<file path="src/rtl/ysyx_22051013_mem_arbiter.sv">
// ysyx_22051013_mem_arbiter
// Shares the single bridge port between the i-cache refill path and the
// d-cache refill/writeback path. It handles one transaction at a time.
// Each completed transaction produces a one-cycle valid pulse to the
// cache that owns it.
//
// Optional feature macro: YSYX_22051013_ARB_RR_EN
//   defined   : round-robin on contested grants; the pointer favours the
//               master that lost the previous contest
//   undefined : fixed priority, the d-cache wins every tie
//
// States (r_state)
//   state | meaning
//   IDLE  | no transaction; arbitrate and latch the winner's request
//   ISSUE | m_req high from the request registers until m_ack
//   WAIT  | request accepted; waiting for m_done
//   RESP  | owner's valid pulse with the captured response
module ysyx_22051013_mem_arbiter #(
  parameter int ADDR_W = 64,
  parameter int DATA_W = 64,
  parameter int STRB_W = 8
) (
  input  logic              clk,
  input  logic              rst,
  input  logic              i_ena,
  input  logic [ADDR_W-1:0] i_addr,
  output logic [DATA_W-1:0] i_data,
  output logic              i_valid,
  input  logic              d_ena,
  input  logic              d_we,
  input  logic [ADDR_W-1:0] d_addr,
  input  logic [DATA_W-1:0] d_wdata,
  input  logic [STRB_W-1:0] d_wstrb,
  output logic [DATA_W-1:0] d_data,
  output logic              d_valid,
  output logic              m_req,
  output logic              m_we,
  output logic [ADDR_W-1:0] m_addr,
  output logic [DATA_W-1:0] m_wdata,
  output logic [STRB_W-1:0] m_wstrb,
  input  logic              m_ack,
  input  logic              m_done,
  input  logic [DATA_W-1:0] m_rdata
);

  typedef enum logic [1:0] {S_IDLE, S_ISSUE, S_WAIT, S_RESP} state_t;

  // owner encoding: 0 = i-cache, 1 = d-cache
  state_t            r_state;
  logic              r_owner;
  logic              r_gap;
  logic              r_m_req;
  logic              r_we;
  logic [ADDR_W-1:0] r_addr;
  logic [DATA_W-1:0] r_wdata;
  logic [STRB_W-1:0] r_wstrb;
  logic [DATA_W-1:0] r_resp;
  logic              r_i_valid;
  logic              r_d_valid;

  logic w_any;
  logic w_contest;
  logic w_pick_d;
  logic w_grant;

  assign w_any     = i_ena | d_ena;
  assign w_contest = i_ena & d_ena;
  // The IDLE cycle right after a response never grants. A requester that
  // holds ena is then arbitrated afresh on the following cycle.
  assign w_grant   = (r_state == S_IDLE) && !r_gap && w_any;

`ifdef YSYX_22051013_ARB_RR_EN
  logic r_ptr;

  assign w_pick_d = w_contest ? r_ptr : d_ena;

  // Round-robin pointer: after a contested grant it points at the loser.
  always_ff @(posedge clk or negedge rst) begin
    if (!rst) begin
      r_ptr <= 1'b0;
    end else if (w_grant && w_contest) begin
      r_ptr <= ~w_pick_d;
    end
  end
`else
  assign w_pick_d = d_ena;
`endif

  // Main transaction FSM with registered bridge and response outputs.
  always_ff @(posedge clk or negedge rst) begin
    if (!rst) begin
      r_state   <= S_IDLE;
      r_owner   <= 1'b0;
      r_gap     <= 1'b0;
      r_m_req   <= 1'b0;
      r_we      <= 1'b0;
      r_addr    <= '0;
      r_wdata   <= '0;
      r_wstrb   <= '0;
      r_resp    <= '0;
      r_i_valid <= 1'b0;
      r_d_valid <= 1'b0;
    end else begin
      r_i_valid <= 1'b0;
      r_d_valid <= 1'b0;
      case (r_state)
        S_IDLE: begin
          r_gap <= 1'b0;
          if (w_grant) begin
            r_owner <= w_pick_d;
            r_addr  <= w_pick_d ? d_addr : i_addr;
            r_we    <= w_pick_d & d_we;
            r_wdata <= w_pick_d ? d_wdata : '0;
            r_wstrb <= w_pick_d ? d_wstrb : '0;
            r_m_req <= 1'b1;
            r_state <= S_ISSUE;
          end
        end
        S_ISSUE: begin
          if (m_ack) begin
            r_m_req <= 1'b0;
            if (m_done) begin
              r_resp    <= r_we ? '0 : m_rdata;
              r_i_valid <= ~r_owner;
              r_d_valid <= r_owner;
              r_state   <= S_RESP;
            end else begin
              r_state <= S_WAIT;
            end
          end
        end
        S_WAIT: begin
          if (m_done) begin
            r_resp    <= r_we ? '0 : m_rdata;
            r_i_valid <= ~r_owner;
            r_d_valid <= r_owner;
            r_state   <= S_RESP;
          end
        end
        S_RESP: begin
          r_resp  <= '0;
          r_gap   <= 1'b1;
          r_state <= S_IDLE;
        end
        default: r_state <= S_IDLE;
      endcase
    end
  end

  assign m_req   = r_m_req;
  assign m_we    = r_we;
  assign m_addr  = r_addr;
  assign m_wdata = r_wdata;
  assign m_wstrb = r_wstrb;
  assign i_valid = r_i_valid;
  assign d_valid = r_d_valid;
  assign i_data  = {DATA_W{r_i_valid}} & r_resp;
  assign d_data  = {DATA_W{r_d_valid}} & r_resp;

endmodule

</file>
<file path="config.mk">
export PLATFORM = sky130hd
export DESIGN_NAME = ysyx_22051013_mem_arbiter
export DESIGN_NICKNAME = d
export VERILOG_FILES = /design/src/rtl/ysyx_22051013_mem_arbiter.sv
export SDC_FILE = /design/constraint.sdc
export NUM_CORES = 1
export LEC_CHECK = 0
export CAP_MARGIN = 10
export CORE_AREA = 2 2 207 209
export CTS_BUF_LIST = sky130_fd_sc_hd__clkbuf_16
export DETAILED_ROUTE_END_ITERATION = 8
export DIE_AREA = 0 0 209 211
export GPL_TIMING_DRIVEN = 0
export SLEW_MARGIN = 5
export SYNTH_ARGS = -nofsm -noshare
export SYNTH_HDL_FRONTEND = slang
export SYNTH_SLANG_ARGS = --single-unit
</file>
<file path="constraint.sdc">
create_clock -name clk -period 2.85 [get_ports clk]
set_input_delay 0.4275 -clock clk [delete_from_list [all_inputs] [get_ports clk]]
set_output_delay 0.4275 -clock clk [all_outputs]
set_load 0.02 [all_outputs]
</file>
==> flow_summary.json, run 1 <==
{
  "gr-total-overflow": 0,
  "cts_sinks": 208,
  "synth-simple-area-share_pct": 11.4,
  "row_count": 75,
  "yosys-top-cells-area": "dfrtp_1 53%, mux2i_1 13%, and2_1 8.2%, a22o_1 6.5%, a31oi_1 4.1%",
  "syn_avg_cell_area_um2": 10.9,
  "initial_core_util_pct": 23.6,
  "die_y_um": 211,
  "synth_top_area_share_pct": 52.8,
  "synth_edf_count": 0,
  "setup_viol": 0,
  "die_area_mm2": 0.0441,
  "grt_usage_pct": 16.5,
  "r2r_cells": 6,
  "path_clk_slew_ps": 60,
  "r2r_slack_ps": 930,
  "grt_antenna_before_repair": 2,
  "worstReg2RegStart": "r_state[0]$_DFFE_PN0P_",
  "drv_slew": 0,
  "ctsRootBufferMaster": "clkbuf_16",
  "gp_congestion": 0.838,
  "synthDistinctLibCells": 32,
  "hold_path.class": "input port to async pin",
  "synth-xor-area-share_pct": 0,
  "pin_count": 539,
  "synth_top_family_by_area": "compound AO/OA/AOI/OAI gates",
  "start_kind": "flip-flop",
  "crit_fanout": 11,
  "syn2layout_area_growth_pct": 69.5,
  "grt_max_degree": 100,
  "routed_via_density": 4.41,
  "ir_drop_mv": 0.415,
  "num_vias": 8955,
  "synth_fp_nets": 1182,
  "final_common_cell": "clkdlybuf4s50_1",
  "skew_ps": 11.6,
  "synthCells": 906,
  "wire_per_inst_um": 18.3,
  "synthArstFlopShare_pct": 100,
  "fin_crit_sh_pct": 97.5,
  "syn_area_mm2": 0.00986,
  "synthAdderAreaFrac_pct": 0.634,
  "crit_type": "flip-flop to output pin",
  "dr.pass1.iters": 4,
  "drt-total-wl_mm": 37.2,
  "max_freq_ghz": 0.360,
  "crit_start": "d_valid$_DFF_PN0_",
  "cts_buffer_depth": 3,
  "cts_tree": "yes",
  "postCtsSetupBuffers": 0,
  "r2r-end": "m_addr[58]$_DFFE_PN0P_",
  "post-route-min-period_ps": 2780,
  "ys.flop_type": "dfrtp_1",
  "fin_hold_ws_ps": 346,
  "grt_pass1_wl_mm": 56.4,
  "tightestPinTransition_ps": 614,
  "worstPathArrival_ps": 2350,
  "die_w_um": 209,
  "fillerInstances": 4163,
  "worstSetupEndpoint": "d_data[34]",
  "drive_gt1_share_pct": 6.38,
  "status": "completed",
  "synth_seq_cells": 208,
  "crit_required_ps": 2420,
  "tns_ps": 0,
  "grt_pass1_vias": 9441,
  "remaining_drc_errors": 0,
  "cp-end-kind": "output pin",
  "synth_top_area_cell": "dfrtp_1",
  "layout_common_cells": "537 x clkdlybuf4s50_1, 206 x dfrtp_1, 129 x and2_1, 128 x mux2i_1",
  "yosysWarnings": 0,
  "slew_headroom_pct": 59.0,
  "synthMuxAreaShare_pct": 13.2,
  "leakagePower_nw": 7.29,
  "port_buffers": 538,
  "drt_iter0_drc": 285,
  "rsz0062_at_grt": "false",
  "coreArea_mm2": 0.0418,
  "p_per_area_mw_per_mm2": 946,
  "ant_nets": 0,
  "clock_latency_ps": 540,
  "hold_violations": 0,
  "cts_max_level": 1,
  "synth-seq-area-share_pct": 52.8,
  "hpwlAfterDp_mm": 29.8,
  "nNetsFinal": 1748,
  "drv_cap": 0,
  "numCtsBuffers": 25,
  "synth_compound_area_share_pct": 14.5
}
power by group:
group / leakage (nW) / switching (W) / internal [W] / total (W)
registers: 2.54 / 0.000831 / 0.00427 / 0.00510
clock network: 0.384 / 0.00129 / 0.00160 / 0.00289
logic: 4.36 / 0.00409 / 0.00373 / 0.00783
routing by layer:
layer  global-route usage (%)  share of wire [%]
met5                        0              0.035
met3                     3.98                7.1
met4                     5.42                3.0
met2                     29.3                 50
met1                     19.5                 40
worst min path at each step:
stage / from / to / cells after the start
floorplan: rst / d_valid$_DFF_PN0_ / 0
global placement: m_wdata[36]$_DFFE_PN0P_ / m_wdata[36]$_DFFE_PN0P_ / 1
detailed placement: rst / r_resp[57]$_DFFE_PN0P_ / 1
CTS: rst / r_resp[54]$_DFFE_PN0P_ / 2
global route: rst / r_resp[57]$_DFFE_PN0P_ / 2
finish: rst / r_resp[57]$_DFFE_PN0P_ / 2
cells in the mapped netlist, drive strengths merged, types with 2 or more instances:
master  count
a21oi      67
a22o       73
a31oi      64
and2      129
buf        50
clkbuf     29
dfrtp     208
ha          5
inv        67
mux2        2
mux2i     128
nand2      66
nor2        2
nor2b       2
nor3        3
worst max-delay path: stages, from the launching register on:
cell             delay (ps)
dfrtp_2                 510
clkbuf_1                350
and2_1                  300
clkdlybuf4s50_1         640
final cells by class:
cell class              count  area, um^2  area share [%]
diodes                      2        5.00          0.0299
plain buffers              77         475            2.84
clock buffers              25         626            3.74
clock inverters            19         103           0.614
inverters                  67         251            1.50
multi-input cells         552        3920            23.5
flip-flops and latches    208        5210            31.1
well taps                 539         674            4.03
repair buffers            541        5460            32.6
state kept, by name, indices dropped and copies added (netlist names):
signal / count
d_valid: 1
i_valid: 1
m_addr: 64
m_req: 1
m_wdata: 64
m_we: 1
m_wstrb: 8
r_gap: 1
r_owner: 1
r_resp: 64
r_state: 2
cell families after synthesis:
logic type / count (synthesis)
AOI/OAI and AO/OA: 211
and+or+nand+nor: 206
adders and majority gates: 5
muxes: 130
buffers and inverters: 146
DFF: 208
stage by stage:
step / setup WS [ps] / total power (W) / util (%) / cells / instance area (um^2)
finish: 72.5 / 0.0158 / 40.0 / 2030 / 16700
global route: 14.1 / 0.0168 / 40.0 / 2029 / 16700
CTS: 33.2 / 0.0161 / 40.0 / 2028 / 16700
detailed placement: 323 / 0.0131 / 38.3 / 1985 / 16000
global placement: -7830 / 0.0130 / 38.1 / 1983 / 15900
floorplan: 1250 / 0.00933 / - / 906 / 9860
what timing repair did:
action / 4_1_cts / 5_1_grt
endpoints found under the hold margin: 33 / 0
hold buffers: 1 / 0
gates resized for setup: 2 / 0
endpoints found under the setup margin: 120 / 0
(Power assumes the default switching activity.)
==> run 2, diff against run 1 <==
Settings changed: CELL_PAD_IN_SITES_DETAIL_PLACEMENT set to 1, CELL_PAD_IN_SITES_GLOBAL_PLACEMENT set to 2, CORE_AREA 2 2 207 209 to 2 2 212 214, DIE_AREA 0 0 209 211 to 0 0 214 216, PLACE_DENSITY_LB_ADDON set to 0.1.
==> run 2 against run 1 <==
Maximum frequency rose by 2.7%. Critical path depth is the same. Register-to-register slack worse by 100 ps. First-iteration DRC count up 25%. Clock power grew 26%. Cell area increased by 1.8%. Largest cell class unchanged. Clock skew down 5.7 ps. Combinational power rose by 1%. Non-clock buffer count stayed put. Count of clock-buffer cells in the layout grew 4.
==> flow_summary.json, run 2 (same netlist as run 1, synthesis figures left out) <==
{
  "skew_ps": 5.84,
  "syn2layout_area_growth_pct": 72.5,
  "crit_fanout": 11,
  "cts_sinks": 208,
  "max_freq_ghz": 0.370,
  "die_w_um": 214,
  "nNetsFinal": 1751,
  "clkPwrFrac_pct": 21.8,
  "cts_buffer_depth": 3,
  "num_vias": 9031,
  "grt_max_degree": 101,
  "crit_type": "flip-flop to output pin",
  "routed_via_density": 4.31,
  "ctsRootBufferMaster": "clkbuf_16",
  "slew_headroom_pct": 58.2,
  "worst_slack_ps": 147,
  "die_area_mm2": 0.0462,
  "drt_iter0_drc": 356,
  "grt_usage_pct": 18.0,
  "grt_antenna_before_repair": 8,
  "path_clk_slew_ps": 60,
  "critPathTopFamily": "buffers and inverters",
  "cpPeakStageDelay_ps": 660,
  "cts_max_level": 1,
  "start_kind": "flip-flop",
  "drv_slew": 0,
  "fillerInstances": 4924,
  "comb_power_share_pct": 47.6,
  "crit_required_ps": 2420,
  "total_power_w": 0.0167,
  "pin_count": 539,
  "drt-total-wl_mm": 43.0,
  "p_int_w": 0.0103,
  "switching_power_w": 0.00639,
  "fin_crit_sh_pct": 94.9,
  "post-route-min-period_ps": 2700,
  "p_per_area_mw_per_mm2": 980,
  "switching_share_pct": 38.4,
  "die_y_um": 216,
  "wire_per_inst_um": 20.6,
  "rsz0062_at_grt": "false",
  "postCtsSetupBuffers": 0,
  "cts_tree": "yes",
  "row_count": 77,
  "coreArea_mm2": 0.0438,
  "gr-total-overflow": 0,
  "setup_viol": 0,
  "grt_pass1_vias": 9805,
  "clock_latency_ps": 540,
  "worstPathArrival_ps": 2280,
  "ir_drop_mv": 0.337,
  "tns_ps": 0,
  "leakagePower_nw": 7.40,
  "worstPathCellList": "buf_1, and2_1, clkdlybuf4s50_1",
  "remaining_drc_errors": 0,
  "ant_nets": 0,
  "final_common_cell": "clkdlybuf4s50_1",
  "status": "completed",
  "drv_cap": 0,
  "drive_gt1_share_pct": 6.95,
  "tightestPinTransition_ps": 627,
  "worstReg2RegStart": "r_state[0]$_DFFE_PN0P_",
  "hold_path.class": "input port to async pin",
  "grt_pass1_wl_mm": 63.5,
  "final_util_pct": 38.8,
  "fin_area_mm2": 0.0170,
  "slowest_stage": "clkdlybuf4s50_1",
  "numCtsBuffers": 28,
  "power_frac_seq_pct": 30.6,
  "port_buffers": 538,
  "initial_core_util_pct": 22.5,
  "path_buf_inv": 2,
  "place_area_mm2": 0.0160,
  "layout_common_cells": "537 x clkdlybuf4s50_1, 206 x dfrtp_1, 129 x and2_1, 128 x mux2i_1, 73 x a22o_1",
  "hold_violations": 0,
  "hpwlAfterDp_mm": 33.6,
  "gp_congestion": 0.809,
  "crit_start": "i_valid$_DFF_PN0_",
  "cp-end-kind": "output pin",
  "pre_cts_ws_ps": 233,
  "dr.pass1.iters": 4
}
## run 2: cell types whose count changed in the layout (fill, tap and decap cells not counted)
cell,change
buf_1,+1
diode_2,+2
inv_16,-1
clkinv_1,+5
clkinv_2,-1
inv_1,-2
clkbuf_1,-5
inv_6,-1
clkinv_4,-1
clkbuf_2,+4
clkbuf_16,+4
bufinv_16,+5
## run 2: worst reg2reg max path, stage by stage (launching register included)
cell,delay [ps]
dfrtp_1,420
ha_1,270
nor2_2,470
clkbuf_1,490
nand2_1,160
mux2i_1,150
## run 2: through the flow
stage / cells / hold slack, ps
2_1_floorplan: 906 / 132
3_3_place_gp: 2036 / 451
3_5_place_dp: 2038 / 303
4_1_cts: 2089 / 322
5_1_grt: 2093 / 338
6_report: 2093 / 340
## run 2: power groups by stage
stage	combinational, W	clock (W)	sequential (W)
finish	0.00793	0.00364	0.00510
global route	0.00859	0.00390	0.00530
CTS	0.00811	0.00379	0.00513
detailed placement	0.00810	0	0.00512
global placement	0.00804	0	0.00508
floorplan	0.00334	0	0.00599
## run 2: cell type report
type | instances | area (um^2) | area share [%]
diodes | 4 | 10.0 | 0.0588
plain buffers | 77 | 480 | 2.82
clock buffers | 29 | 726 | 4.27
clock inverters | 23 | 221 | 1.30
inverters | 67 | 251 | 1.48
multi-input cells | 552 | 3920 | 23.1
flip-flops and latches | 208 | 5210 | 30.6
well taps | 592 | 741 | 4.35
repair buffers | 541 | 5460 | 32.1
## run 2: path summary, 6_finish.rpt
check	end	slack (ps)	cells past startpoint
max in group asynchronous	m_addr[37]$_DFFE_PN0P_	1630	3
worst min-delay path	r_resp[25]$_DFFE_PN0P_	340	2
worst min register to register	i_valid$_DFF_PN0_	460	1
worst max-delay path	i_data[41]	150	3
worst max register to register	r_resp[48]$_DFFE_PN0P_	830	5
min in group clk	r_resp[39]$_DFFE_PN0P_	430	3
## run 2: timing repair
action                                  4_1_cts  5_1_grt
gates resized for setup                       2        9
endpoints found under the setup margin      120       18
hold endpoints to repair                     26        0
hold buffers                                  1        0
## run 2: per-layer routing
layer	GRT usage (%)	vias up	share of wire, %
met1	20.4	4391	39
met2	31.7	325	50
met3	6.86	48	9.1
met4	4.50	6	1.7
met5	0	-	0.065
li1	-	4261	-
